## src/rtl/pipeline_ctrl_pkg.sv

```systemverilog
// Shared types for the pipeline stall/flush sequencer.
package pipeline_ctrl_pkg;

  localparam int REG_W = 5;

  typedef logic [REG_W-1:0] reg_t;

  typedef enum logic [1:0] {
    RUN   = 2'd0,
    DWAIT = 2'd1,
    MWAIT = 2'd2,
    HALT  = 2'd3
  } ctrl_state_t;

  // Control pair for one pipeline latch; flush overrides en inside the latch.
  typedef struct packed {
    logic en;
    logic flush;
  } stage_ctrl_t;

  localparam stage_ctrl_t STAGE_PASS   = '{en: 1'b1, flush: 1'b0};
  localparam stage_ctrl_t STAGE_FREEZE = '{en: 1'b0, flush: 1'b0};
  localparam stage_ctrl_t STAGE_BUBBLE = '{en: 1'b1, flush: 1'b1};

endpackage

```

## src/rtl/pipeline_ctrl_hazard_detect.sv

```systemverilog
// Load-use detector: a load in EX whose destination is read by the ID instruction.
module pipeline_ctrl_hazard_detect
  import pipeline_ctrl_pkg::*;
(
  input  logic ex_mem_read,
  input  reg_t ex_rd,
  input  reg_t id_rsel1,
  input  reg_t id_rsel2,
  output logic load_use
);

  // x0 is hardwired to zero, so a load targeting it never creates a dependency.
  always_comb begin
    load_use = ex_mem_read && (ex_rd != '0) &&
               ((ex_rd == id_rsel1) || (ex_rd == id_rsel2));
  end

endmodule

```

## src/rtl/pipeline_ctrl.sv

```systemverilog
// Stall/flush sequencer for the 5-stage core. Control outputs are combinational
// from state and inputs; only the state and the stall counter are registered.
module pipeline_ctrl
  import pipeline_ctrl_pkg::*;
#(
  parameter int CNT_W = 32
) (
  input  logic             clk,
  input  logic             rst,
  input  reg_t             id_rsel1,
  input  reg_t             id_rsel2,
  input  reg_t             ex_rd,
  input  logic             ex_mem_read,
  input  logic             ex_branch_tkn,
  input  logic             ex_muldiv_start,
  input  logic             muldiv_done,
  input  logic             imem_ready,
  input  logic             mem_dreq,
  input  logic             dmem_ready,
  input  logic             wb_halt,
  output logic             pc_en,
  output logic             ifid_en,
  output logic             idex_en,
  output logic             exmem_en,
  output logic             memwb_en,
  output logic             ifid_flush,
  output logic             idex_flush,
  output logic             exmem_flush,
  output logic             memwb_flush,
  output logic             halted,
  output logic [CNT_W-1:0] stall_cycles,
  output ctrl_state_t      dbg_state
);

  ctrl_state_t state;
  ctrl_state_t state_nxt;
  stage_ctrl_t ifid, idex, exmem, memwb;
  logic        load_use;

  pipeline_ctrl_hazard_detect u_hazard (
    .ex_mem_read (ex_mem_read),
    .ex_rd       (ex_rd),
    .id_rsel1    (id_rsel1),
    .id_rsel2    (id_rsel2),
    .load_use    (load_use)
  );

  // Per-state control decode; in RUN only the highest-priority event acts.
  always_comb begin
    pc_en     = 1'b1;
    ifid      = STAGE_PASS;
    idex      = STAGE_PASS;
    exmem     = STAGE_PASS;
    memwb     = STAGE_PASS;
    state_nxt = state;
    case (state)
      RUN: begin
        if (wb_halt) begin
          pc_en = 1'b0; ifid = STAGE_FREEZE; idex = STAGE_FREEZE;
          exmem = STAGE_FREEZE; memwb = STAGE_FREEZE;
          state_nxt = HALT;
        end else if (mem_dreq && !dmem_ready) begin
          pc_en = 1'b0; ifid = STAGE_FREEZE; idex = STAGE_FREEZE;
          exmem = STAGE_FREEZE; memwb = STAGE_BUBBLE;
          state_nxt = DWAIT;
        end else if (ex_muldiv_start && !muldiv_done) begin
          pc_en = 1'b0; ifid = STAGE_FREEZE; idex = STAGE_FREEZE;
          exmem = STAGE_BUBBLE;
          state_nxt = MWAIT;
        end else if (ex_branch_tkn) begin
          ifid = STAGE_BUBBLE; idex = STAGE_BUBBLE;
        end else if (load_use || !imem_ready) begin
          pc_en = 1'b0; ifid = STAGE_FREEZE; idex = STAGE_BUBBLE;
        end
      end
      // WB holds a bubble here, so wb_halt cannot be genuine and is ignored.
      DWAIT: begin
        if (!dmem_ready) begin
          pc_en = 1'b0; ifid = STAGE_FREEZE; idex = STAGE_FREEZE;
          exmem = STAGE_FREEZE; memwb = STAGE_BUBBLE;
        end else begin
          state_nxt = RUN;
        end
      end
      MWAIT: begin
        if (!muldiv_done) begin
          pc_en = 1'b0; ifid = STAGE_FREEZE; idex = STAGE_FREEZE;
          exmem = STAGE_BUBBLE;
        end else begin
          state_nxt = RUN;
        end
      end
      HALT: begin
        pc_en = 1'b0; ifid = STAGE_FREEZE; idex = STAGE_FREEZE;
        exmem = STAGE_FREEZE; memwb = STAGE_FREEZE;
      end
      default: state_nxt = RUN;
    endcase
  end

  assign ifid_en     = ifid.en;
  assign ifid_flush  = ifid.flush;
  assign idex_en     = idex.en;
  assign idex_flush  = idex.flush;
  assign exmem_en    = exmem.en;
  assign exmem_flush = exmem.flush;
  assign memwb_en    = memwb.en;
  assign memwb_flush = memwb.flush;
  assign halted      = (state == HALT);
  assign dbg_state   = state;

  // State register.
  always_ff @(posedge clk or posedge rst) begin
    if (rst) state <= RUN;
    else     state <= state_nxt;
  end

  // Saturating count of stalled cycles outside HALT (halt entry counts).
  always_ff @(posedge clk or posedge rst) begin
    if (rst) begin
      stall_cycles <= '0;
    end else if (!pc_en && (state != HALT) && (stall_cycles != {CNT_W{1'b1}})) begin
      stall_cycles <= stall_cycles + 1'b1;
    end
  end

endmodule

```

## config.mk

```make
export PLATFORM = sky130hd
export DESIGN_NAME = pipeline_ctrl
export DESIGN_NICKNAME = d
export VERILOG_FILES = /design/src/rtl/pipeline_ctrl_pkg.sv /design/src/rtl/pipeline_ctrl_hazard_detect.sv /design/src/rtl/pipeline_ctrl.sv
export SDC_FILE = /design/constraint.sdc
export NUM_CORES = 1
export LEC_CHECK = 0
export CORE_AREA = 2 2 64 90
export DETAILED_ROUTE_END_ITERATION = 12
export DIE_AREA = 0 0 66 92
export PLACE_DENSITY = 0.79
export SYNTH_ARGS = -nofsm -noshare
export SYNTH_HDL_FRONTEND = slang
export SYNTH_HIERARCHICAL = 1
export SYNTH_SLANG_ARGS = --single-unit
export TNS_END_PERCENT = 20
```

## constraint.sdc

```tcl
create_clock -name clk -period 4.2 [get_ports clk]
set_clock_uncertainty 0.15 [all_clocks]
set_input_delay 1.26 -clock clk [delete_from_list [all_inputs] [get_ports clk]]
set_output_delay 1.26 -clock clk [all_outputs]
set_load 0.02 [all_outputs]
```

==> results by group, run 1 <==
Synth
  – Synth Area in Simple Gates: 0.263
  – Synth Area in Adders: 0.0496
  – Cell area after synthesis: 2020 sq um
  – Largest family of logic cells by synthesized area: simple AND/OR/NAND/NOR gates
  – Syn_nets: 241
  – FF+latch count, synth: 34
  – Post-synthesis xor/xnor area fraction: 0.178
  – Post-synthesis mux area share: 0
  – Synth Area in Compound Gates: 0.0515
  – Sequential cell area fraction in the yosys report: 0.422
  – Post-synthesis cell count: 208
  – Mean post-synth cell area: 9.70 sq um
  – Synth unique cells: 39
  – Synth warn: 6

Cells and area
  – Most frequent cells in the layout: 46 x clkdlybuf4s50_1, 34 x dfrtp_1, 25 x xor2_1
  – Final Util: 0.559
  – Commonest non-fill, non-tap cell in the layout: clkdlybuf4s50_1
  – Share of layout cells above drive strength 1: 0.133
  – Final nets: 325
  – ANT cells: 0
  – Final instance area: 3000 sq um
  – Area grow syn2layout: 48.8%

Setup path
  – Critical path's largest stage delay: 490 ps
  – Kind of critical path: primary input to primary output
  – CP arrival: 2770 ps
  – CP bufs+invs: 3
  – Critical Path Source Type: primary input
  – CP cell instances: clkdlybuf4s50_1 -> nor2b_1 -> or4b_4 -> buf_6 -> a31oi_1 -> buf_4
  – Critical path peak fanout: 4
  – CP required: 2790 ps
  – Crit-path slowest cell: or4b_4
  – Kind of cell adding the most delay to the critical path: buffers and inverters
  – CP endpoint kind: primary output

Power and ir drop
  – VDD IR max: 0.000451 V
  – Static Leak: 1.42 nW
  – PwrDens: 448 nW/um^2

Place
  – Detail Placement HPWL: 3.77 mm
  – Place WS: -746 ps
  – DP Area: 2840 sq um
  – GPL Wtd Cong: 0.827
  – Port bufs: 68

Clock tree
  – Clock Path Buffers: 2
  – H-tree levels: 2
  – Root Driver: clkbuf_8
  – CTS Hold Buffers Added: 0
  – Clk_lat worst skew: 280 ps
  – CTS tree: yes
  – Clock Sinks: 34
  – TritonCTS buffer count: 5
  – Clk slew on worst S/H paths: 70 ps

Drt
  – Via count: 1826
  – Remaining DRCs: 0
  – Iter 0 DRT Violations: 86
  – Post-DRT Antenna Nets: 0
  – Mean number of vias per cell: 5.06
  – 1st-pass router iterations: 4
  – Final wirelength: 4.94 mm
  – Routed wire length per instance: 13.7 um

Timing
  – Fin. max-slew vios: 0
  – Final Cycle Share: 0.994
  – Fmax: 0.240 GHz
  – Final Hold Viols: 0
  – Worst-margin pin slew: 675 ps
  – Tmin final: 4180 ps
  – TNS Setup: 0 ps
  – Worst setup slack after layout: 24.7 ps
  – Relative slew margins: 0.550
  – Setup violators final: 0
  – Unrepaired setup endpoints after global routing: true

Floorplan
  – CORE AREA: 5370 sq um
  – Die Area: 6070 sq um
  – Std-Cell Rows: 32
  – Die W: 66 um
  – DIE HEIGHT: 92 um
  – Starting Density: 0.376
  – I/O Pins: 69

GRT
  – Largest net degree at the start of global routing: 19
  – Antenna violations before repair: 0
  – Number of global-route vias before repair: 1817
  – Grt total ovfl: 0
  – Gr usage total: 0.167
  – First-pass GRT wire length: 7.90 mm

Run status
  – Status: complete, no violations

Job
  – # Max-Cap Violations: 0

Worst hold path
  – Hold WC Path Type: register to register
## through the flow
stage	cells	power [mW]	hold slack (ps)
6_report	361	1.35	337
3_3_place_gp	352	1.06	329
4_1_cts	360	1.34	339
5_1_grt	361	1.43	357
3_5_place_dp	352	1.07	326
2_1_floorplan	208	0.805	439
## power by group
part | leakage [nW] | total [mW] | switching, mW | internal [mW]
clock | 0.0524 | 0.288 | 0.110 | 0.177
combinational | 0.937 | 0.617 | 0.333 | 0.284
sequential | 0.434 | 0.441 | 0.0670 | 0.374
## synth_stat cells, drive strengths merged
library cell | count | area share
nand2 | 19 | 0.035
nor4b | 1 | 0.0043
nand3 | 14 | 0.035
buf | 4 | 0.016
a211o | 1 | 0.0043
o21ai | 3 | 0.0074
and4 | 1 | 0.0043
or3 | 2 | 0.0062
a31oi | 1 | 0.0031
o31ai | 2 | 0.0074
inv | 11 | 0.020
nor2 | 12 | 0.022
a22oi | 1 | 0.0037
and3 | 3 | 0.0093
nor4 | 5 | 0.026
or4b | 1 | 0.0050
nand2b | 1 | 0.0031
nor2b | 4 | 0.014
xor2 | 25 | 0.11
or4 | 3 | 0.013
dfrtp | 34 | 0.42
o211ai | 2 | 0.0099
a21oi | 5 | 0.012
nand4 | 11 | 0.034
and2 | 1 | 0.0031
ha | 8 | 0.050
xnor2 | 16 | 0.069
nor3 | 14 | 0.042
or2 | 2 | 0.0062
o22ai | 1 | 0.0031
## registers in the layout, indices dropped and copies added (netlist names)
name          flops
dbg_state         2
stall_cycles     32
## routing by layer
metal | global-route usage | wire length [um] | vias up
met2 | 0.311 | 2840 | 51
met4 | 0.0578 | 78 | 0
met5 | 0 | 0 | -
met1 | 0.178 | 1850 | 878
met3 | 0.0380 | 175 | 8
li1 | - | - | 889
## logic make-up after synthesis
group	Yosys count
AO/OA/AOI/OAI	16
XOR/XNOR	41
adder cells (fa/ha/maj)	8
buffers and inverters	15
flip-flops	34
AND/OR/NAND/NOR	94
## what timing repair did
action / in CTS / in global routing
gates cloned: 0 / 0
setup buffers: 0 / 1
pin swaps: 0 / 9
resized for setup: 27 / 24
setup endpoints to repair: 9 / 7
## final timing paths
kind / from / slack, ps / end / cells after the start
max: ex_muldiv_start / 20 / idex_flush / 6
min: stall_cycles[20] / 340 / stall_cycles[20] / 1
max reg2reg: dbg_state[0] / 1540 / stall_cycles[18] / 8
min reg2reg: stall_cycles[20] / 340 / stall_cycles[20] / 1
max in group asynchronous: rst / 1990 / stall_cycles[31] / 3
min in group asynchronous: rst / 1230 / stall_cycles[13] / 2
## layout make-up
cell class | instances | area, sq um
Fill cell | 494 | 2360
Multi-Input combinational cell | 159 | 1120
Clock inverter | 1 | 30.0
Timing Repair Buffer | 81 | 802
Clock buffer | 7 | 76.3
Inverter | 11 | 41.3
Sequential cell | 34 | 851
Tap cell | 68 | 85.1
## worst reg2reg max path, delay by kind of cell, from the launching register on
kind / cells / cell delay, ps
xor gates and xnor gates: 1 / 150
adders and majority gates: 1 / 250
and+or+nand+nor: 3 / 990
buffers and inverters: 2 / 290
DFF: 1 / 450
AOI/OAI and AO/OA: 1 / 270
(Power assumes the default switching activity.)
==> run 2: changes to the inputs <==
--- a/config.mk
+++ b/config.mk
@@ -8,7 +8,8 @@
 export CORE_AREA = 2 2 64 90
 export DETAILED_ROUTE_END_ITERATION = 12
 export DIE_AREA = 0 0 66 92
-export PLACE_DENSITY = 0.79
+export DONT_BUFFER_PORTS = 1
+export PLACE_DENSITY = 0.62
 export SYNTH_ARGS = -nofsm -noshare
 export SYNTH_HDL_FRONTEND = slang
 export SYNTH_HIERARCHICAL = 1
==> run 2 against run 1 <==
First-iteration DRC count decreased by 17%. Largest power group is now registers. Critical endpoint is now ifid_en. Flip-flop and latch count did not move. Hold slack gained 150 ps. Global-route usage fell by 1.2 points.
==> results by group, run 2 (synthesis results as in run 1) <==
Run status
  – Status: complete, no violations

Setup path
  – R2R cell count: 8 (unchanged)
  – Beginning of the critical path: ex_rd[1]
  – Critical Path Source Type: primary input
  – CP arrival: 2550 ps (-220 ps)
  – CP endpoint kind: primary output
  – Critical path peak fanout: 3 (-1)
  – Worst reg-to-reg setup slack: 1340 ps (-200 ps)
  – Critical R2R Capture: stall_cycles[12]
  – CP required: 2790 ps (about the same)
  – Crit-path slowest cell: or4_1
  – Kind of critical path: primary input to primary output
  – Critical path's largest stage delay: 500 ps (about the same)
  – Critical R2R Launch: dbg_state[0]
  – CP cell instances: or4_1 -> o21ai_1 -> a21oi_1 -> inv_1 -> a21oi_1 -> o21ai_1 -> buf_4

Floorplan
  – Starting Density: 0.376 (unchanged)
  – I/O Pins: 69 (unchanged)
  – Std-Cell Rows: 32 (unchanged)
  – CORE AREA: 5370 sq um (unchanged)
  – Die Area: 6070 sq um (unchanged)
  – Die W: 66 um (unchanged)
  – DIE HEIGHT: 92 um (unchanged)

Timing
  – Final Cycle Share: 0.943 (-0.0515)
  – WHS: 485 ps (+148 ps)
  – Fmax: 0.253 GHz (+5.5%)
  – Tmin final: 3960 ps (-216 ps)
  – Unrepaired setup endpoints after global routing: false
  – TNS Setup: 0 ps (unchanged)
  – Fin. max-slew vios: 0 (unchanged)
  – Relative slew margins: 0.515 (-0.0345)
  – Final Hold Viols: 0 (unchanged)
  – Worst-margin pin slew: 720 ps (+44.8 ps)
  – Setup violators final: 0 (unchanged)

Clock tree
  – Clock Sinks: 34 (unchanged)
  – Root Driver: clkbuf_8
  – Clock Path Buffers: 2 (unchanged)
  – Clk_lat worst skew: 280 ps (about the same)
  – Clk slew on worst S/H paths: 70 ps (about the same)
  – Postcts setup bufs: 0 (unchanged)
  – Resize count post-CTS: 0 (-100%)
  – TritonCTS buffer count: 5 (unchanged)
  – CTS tree: yes
  – H-tree levels: 2 (unchanged)
  – CTS Hold Buffers Added: 0 (unchanged)

GRT
  – First-pass GRT wire length: 7.27 mm (-7.9%)
  – Antenna violations before repair: 0 (unchanged)
  – Grt total ovfl: 0 (unchanged)
  – Gr usage total: 0.154 (-0.0124)
  – Largest net degree at the start of global routing: 35 (+16)
  – Number of global-route vias before repair: 1513 (-17%)

Worst hold path
  – Hold endpoint: stall_cycles[31]
  – Min-delay src: stall_cycles[31]
  – Hold WC Path Type: register to register
  – Worst Hold Path Cells: 1 (unchanged)

Cells and area
  – Most frequent cells in the layout: 34 x dfrtp_1, 25 x xor2_1, 19 x nand2_1
  – Share of layout cells above drive strength 1: 0.0930 (-0.0401)
  – Fin cells: 283 (-22%)
  – Max reg flops: 32 (unchanged)
  – ANT cells: 0 (unchanged)
  – Commonest non-fill, non-tap cell in the layout: dfrtp_1
  – Final nets: 247 (-24%)
  – Area grow syn2layout: 8.31%
  – Largest Register: stall_cycles

Drt
  – 1st-pass router iterations: 4 (unchanged)
  – Final wirelength: 4.39 mm (-11%)
  – Routed wire length per instance: 15.5 um (+13%)
  – Mean number of vias per cell: 5.42 (+7.1%)
  – Post-DRT Antenna Nets: 0 (unchanged)
  – Iter 0 DRT Violations: 71 (-17%)
  – Via count: 1533 (-16%)
  – Remaining DRCs: 0 (unchanged)

Power and ir drop
  – VDD IR max: 0.000241 V (-47%)
  – Static Leak: 0.968 nW (-32%)
  – PwrDens: 516 nW/um^2 (+15%)

Place
  – GPL Wtd Cong: 0.718 (-13%)
  – Port bufs: 0 (-100%)
  – Placed Cells: 275 (-22%)
  – Detail Placement HPWL: 3.28 mm (-13%)

Job
  – # Max-Cap Violations: 0 (unchanged)
## run 2: changes by cell type in the layout (fill, tap and decap cells not counted), sizes merged
cell           previous run  this run
bufinv                    1         0
dlymetal6s2s             13         0
dlygate4sd2               4         0
clkinv                    0         1
clkdlybuf4s50            46         0
buf                      18         3
## run 2: how the worst max path moves through the flow
stage                   end  slack [ps]  depth (start not counted)
floorplan             pc_en         100                          7
global placement    ifid_en         260                          7
detailed placement  ifid_en         220                          7
CTS                 ifid_en         220                          7
global route        ifid_en         150                          7
finish              ifid_en         240                          7
## run 2: area by class of cell
class,instances,area (sq um)
inverter,11,41.3
multi-input combinational,159,1090
timing repair buffer,3,22.5
clock buffer,7,86.3
sequential,34,851
clock inverter,1,5.00
fill,545,3180
tap,68,85.1
## run 2: per-layer routing
layer | track usage | wire, um | part of all wire
met5 | 0 | 0 | 0
met4 | 0.0510 | 63 | 0.014
met3 | 0.0503 | 258 | 0.059
met2 | 0.270 | 2340 | 0.53
met1 | 0.172 | 1730 | 0.39
## run 2: report_power, final
part           internal (mW)  switching (mW)  total, mW
clock                  0.132           0.114      0.246
combinational          0.137           0.244      0.381
sequential             0.373           0.127      0.500
## run 2: worst max-delay path: cells and delay by family
family	cells	cell delay, ps
simple gates	1	500
buf+inv	2	270
compound gates	4	530
## run 2: through the flow
stage                     cell area [sq um]  setup slack [ps]  power, mW  utilization
final                                  2180               241       1.13        0.407
after global routing                   2180               146       1.21        0.407
after CTS                              2180               222       1.14        0.407
after detailed placement               2090               219      0.893        0.390
after global placement                 2090               260      0.886        0.390
after floorplan                        2020               100      0.805            -
==> run 3: changes to the inputs <==
--- a/config.mk
+++ b/config.mk
@@ -9,6 +9,7 @@
 export DETAILED_ROUTE_END_ITERATION = 12
 export DIE_AREA = 0 0 66 92
 export DONT_BUFFER_PORTS = 1
+export HOLD_SLACK_MARGIN = 0.1
 export PLACE_DENSITY = 0.62
 export SYNTH_ARGS = -nofsm -noshare
 export SYNTH_HDL_FRONTEND = slang
==> constraint.sdc (replaced) <==
create_clock -name clk -period 4.5 [get_ports clk]
set_clock_uncertainty 0.15 [all_clocks]
set_input_delay 1.35 -clock clk [delete_from_list [all_inputs] [get_ports clk]]
set_output_delay 1.35 -clock clk [all_outputs]
set_load 0.02 [all_outputs]
==> run 3 against run 2 <==
Combinational power shrank 7.9%. Global-route usage up 0.10 points. Register-to-register slack better by 330 ps. Via count fell by 1.6%. Final cell count is 0.35% lower. Clock power is 14% lower. Sequential power is 7.2% lower. Sequential share of layout area grew 0.27 points.
==> results by group, run 3 (synthesis results as in run 1) <==
Timing
  – Worst setup slack after layout: 374 ps (+133 ps)
  – Worst-margin pin slew: 693 ps (-26.2 ps)
  – Final Cycle Share: 0.917
  – Fin. max-slew vios: 0 (unchanged)
  – Fmax: 0.242 GHz
  – TNS Setup: 0 ps (unchanged)
  – Relative slew margins: 0.533 (+0.0177)
  – Unrepaired setup endpoints after global routing: false
  – Tmin final: 4130 ps
  – Final Hold Viols: 0 (unchanged)
  – Setup violators final: 0 (unchanged)

Clock tree
  – Resize count post-CTS: 0 (unchanged)
  – Clk_lat worst skew: 280 ps (about the same)
  – Root Driver: clkbuf_8
  – TritonCTS buffer count: 5 (unchanged)
  – Clock Sinks: 34 (unchanged)
  – Postcts setup bufs: 0 (unchanged)
  – CTS Hold Buffers Added: 0 (unchanged)
  – Clk slew on worst S/H paths: 70 ps (about the same)
  – CTS tree: yes
  – Clock Path Buffers: 2 (unchanged)
  – H-tree levels: 2 (unchanged)

Place
  – GPL Wtd Cong: 0.747 (+3.9%)
  – Detail Placement HPWL: 3.28 mm (-0.18%)
  – Place WS: 376 ps (+157 ps)
  – DP Area: 2090 sq um (unchanged)
  – Port bufs: 0 (unchanged)

Drt
  – Remaining DRCs: 0 (unchanged)
  – 1st-pass router iterations: 4 (unchanged)
  – Post-DRT Antenna Nets: 0 (unchanged)
  – Final wirelength: 4.34 mm (-1.2%)
  – Routed wire length per instance: 15.4 um (-0.81%)
  – Iter 0 DRT Violations: 32 (-55%)
  – Mean number of vias per cell: 5.35 (-1.2%)
  – Via count: 1509 (-1.6%)

Power and ir drop
  – VDD IR max: 0.000286 V (+18%)
  – P_int: 0.582 mW (-9.3%)
  – PwrDens: 473 nW/um^2 (-8.4%)
  – Static Leak: 0.958 nW (-1.0%)
  – NetSw: 0.443 mW (-8.6%)
  – Seq pwr share: 0.452 (+0.008)
  – Logic pwr share: 0.342 (+0.004)
  – Sw frac: 0.432 (+0.00181)
  – Clock Power Share: 0.206 (-0.012)

Setup path
  – Critical Path Source Type: primary input
  – CP required: 3000 ps (+210 ps)
  – Critical path peak fanout: 3 (unchanged)
  – Beginning of the critical path: ex_rd[1]
  – CP endpoint kind: primary output
  – Critical R2R Launch: dbg_state[1]
  – CP arrival: 2630 ps (+80 ps)
  – Kind of critical path: primary input to primary output

GRT
  – Gr usage total: 0.155 (+0.00101)
  – Grt total ovfl: 0 (unchanged)
  – Largest net degree at the start of global routing: 35 (unchanged)
  – First-pass GRT wire length: 7.30 mm (+0.39%)
  – Number of global-route vias before repair: 1536 (+1.5%)
  – Antenna violations before repair: 0 (unchanged)

Cells and area
  – FF+latch area: 851 sq um (unchanged)
  – Commonest non-fill, non-tap cell in the layout: dfrtp_1
  – Area grow syn2layout: 7.57%
  – Final instance area: 2170 sq um (-0.69%)
  – Most frequent cells in the layout: 34 x dfrtp_1, 25 x xor2_1, 19 x nand2_1
  – Max reg flops: 32 (unchanged)
  – Final nets: 247 (unchanged)
  – # fillers: 558 (+2.4%)
  – Multi-input gate area: 1090 sq um (unchanged)
  – Share of layout cells above drive strength 1: 0.0841 (-0.00891)
  – Largest Register: stall_cycles
  – ANT cells: 0 (unchanged)

Floorplan
  – CORE AREA: 5370 sq um (unchanged)
  – Starting Density: 0.376 (unchanged)
  – Std-Cell Rows: 32 (unchanged)
  – Die W: 66 um (unchanged)
  – Die Area: 6070 sq um (unchanged)
  – I/O Pins: 69 (unchanged)
  – DIE HEIGHT: 92 um (unchanged)

Job
  – # Max-Cap Violations: 0 (unchanged)

Worst hold path
  – Hold WC Path Type: register to register
  – Min-delay src: stall_cycles[20]

Run status
  – Status: complete, no violations
-- run 3: stage by stage --
step / cells / total power [mW] / util / hold slack [ps]
after floorplan: 208 / 0.750 / - / 439
after global placement: 275 / 0.824 / 0.390 / 464
after detailed placement: 275 / 0.829 / 0.390 / 464
after CTS: 282 / 1.04 / 0.404 / 478
after global routing: 282 / 1.11 / 0.404 / 499
final: 282 / 1.03 / 0.404 / 470
-- run 3: power by group through the flow --
stage / registers, mW / clock network, mW / logic [mW]
after floorplan: 0.454 / 0 / 0.296
after global placement: 0.469 / 0 / 0.355
after detailed placement: 0.470 / 0 / 0.360
after CTS: 0.465 / 0.217 / 0.359
after global routing: 0.475 / 0.228 / 0.407
final: 0.464 / 0.211 / 0.351
-- run 3: final timing paths --
| check | to | slack, ps | cells after the start |
|---|---|---|---|
| setup reg to reg | stall_cycles[14] | 1670 | 9 |
| hold reg to reg | stall_cycles[20] | 470 | 1 |
| min in group asynchronous | stall_cycles[20] | 900 | 2 |
| hold / removal | stall_cycles[20] | 470 | 1 |
| max in group asynchronous | stall_cycles[8] | 2990 | 2 |
| setup / recovery | ifid_en | 370 | 7 |
-- run 3: worst max-delay path, cell delays in order --
cell and delay, ps:
or4_1 500, o21ai_1 150, a21oi_1 50, inv_1 70, a21oi_1 90, o21ai_1 220
buf_4 190
-- run 3: routing by layer --
| layer | track usage | part of all wire | wire length (um) | vias up |
|---|---|---|---|---|
| li1 | - | - | - | 731 |
| met1 | 0.175 | 0.40 | 1740 | 733 |
| met2 | 0.265 | 0.53 | 2300 | 41 |
| met3 | 0.0601 | 0.059 | 257 | 4 |
| met4 | 0.0493 | 0.011 | 48 | 0 |
| met5 | 0 | 0 | 0 | - |
-- run 3: final cells by class --
type,count,area share
sequential,34,0.392
inverter,11,0.0190
tap,68,0.0392
multi-input combinational,159,0.504
timing repair buffer,3,0.0104
clock buffer,7,0.0352
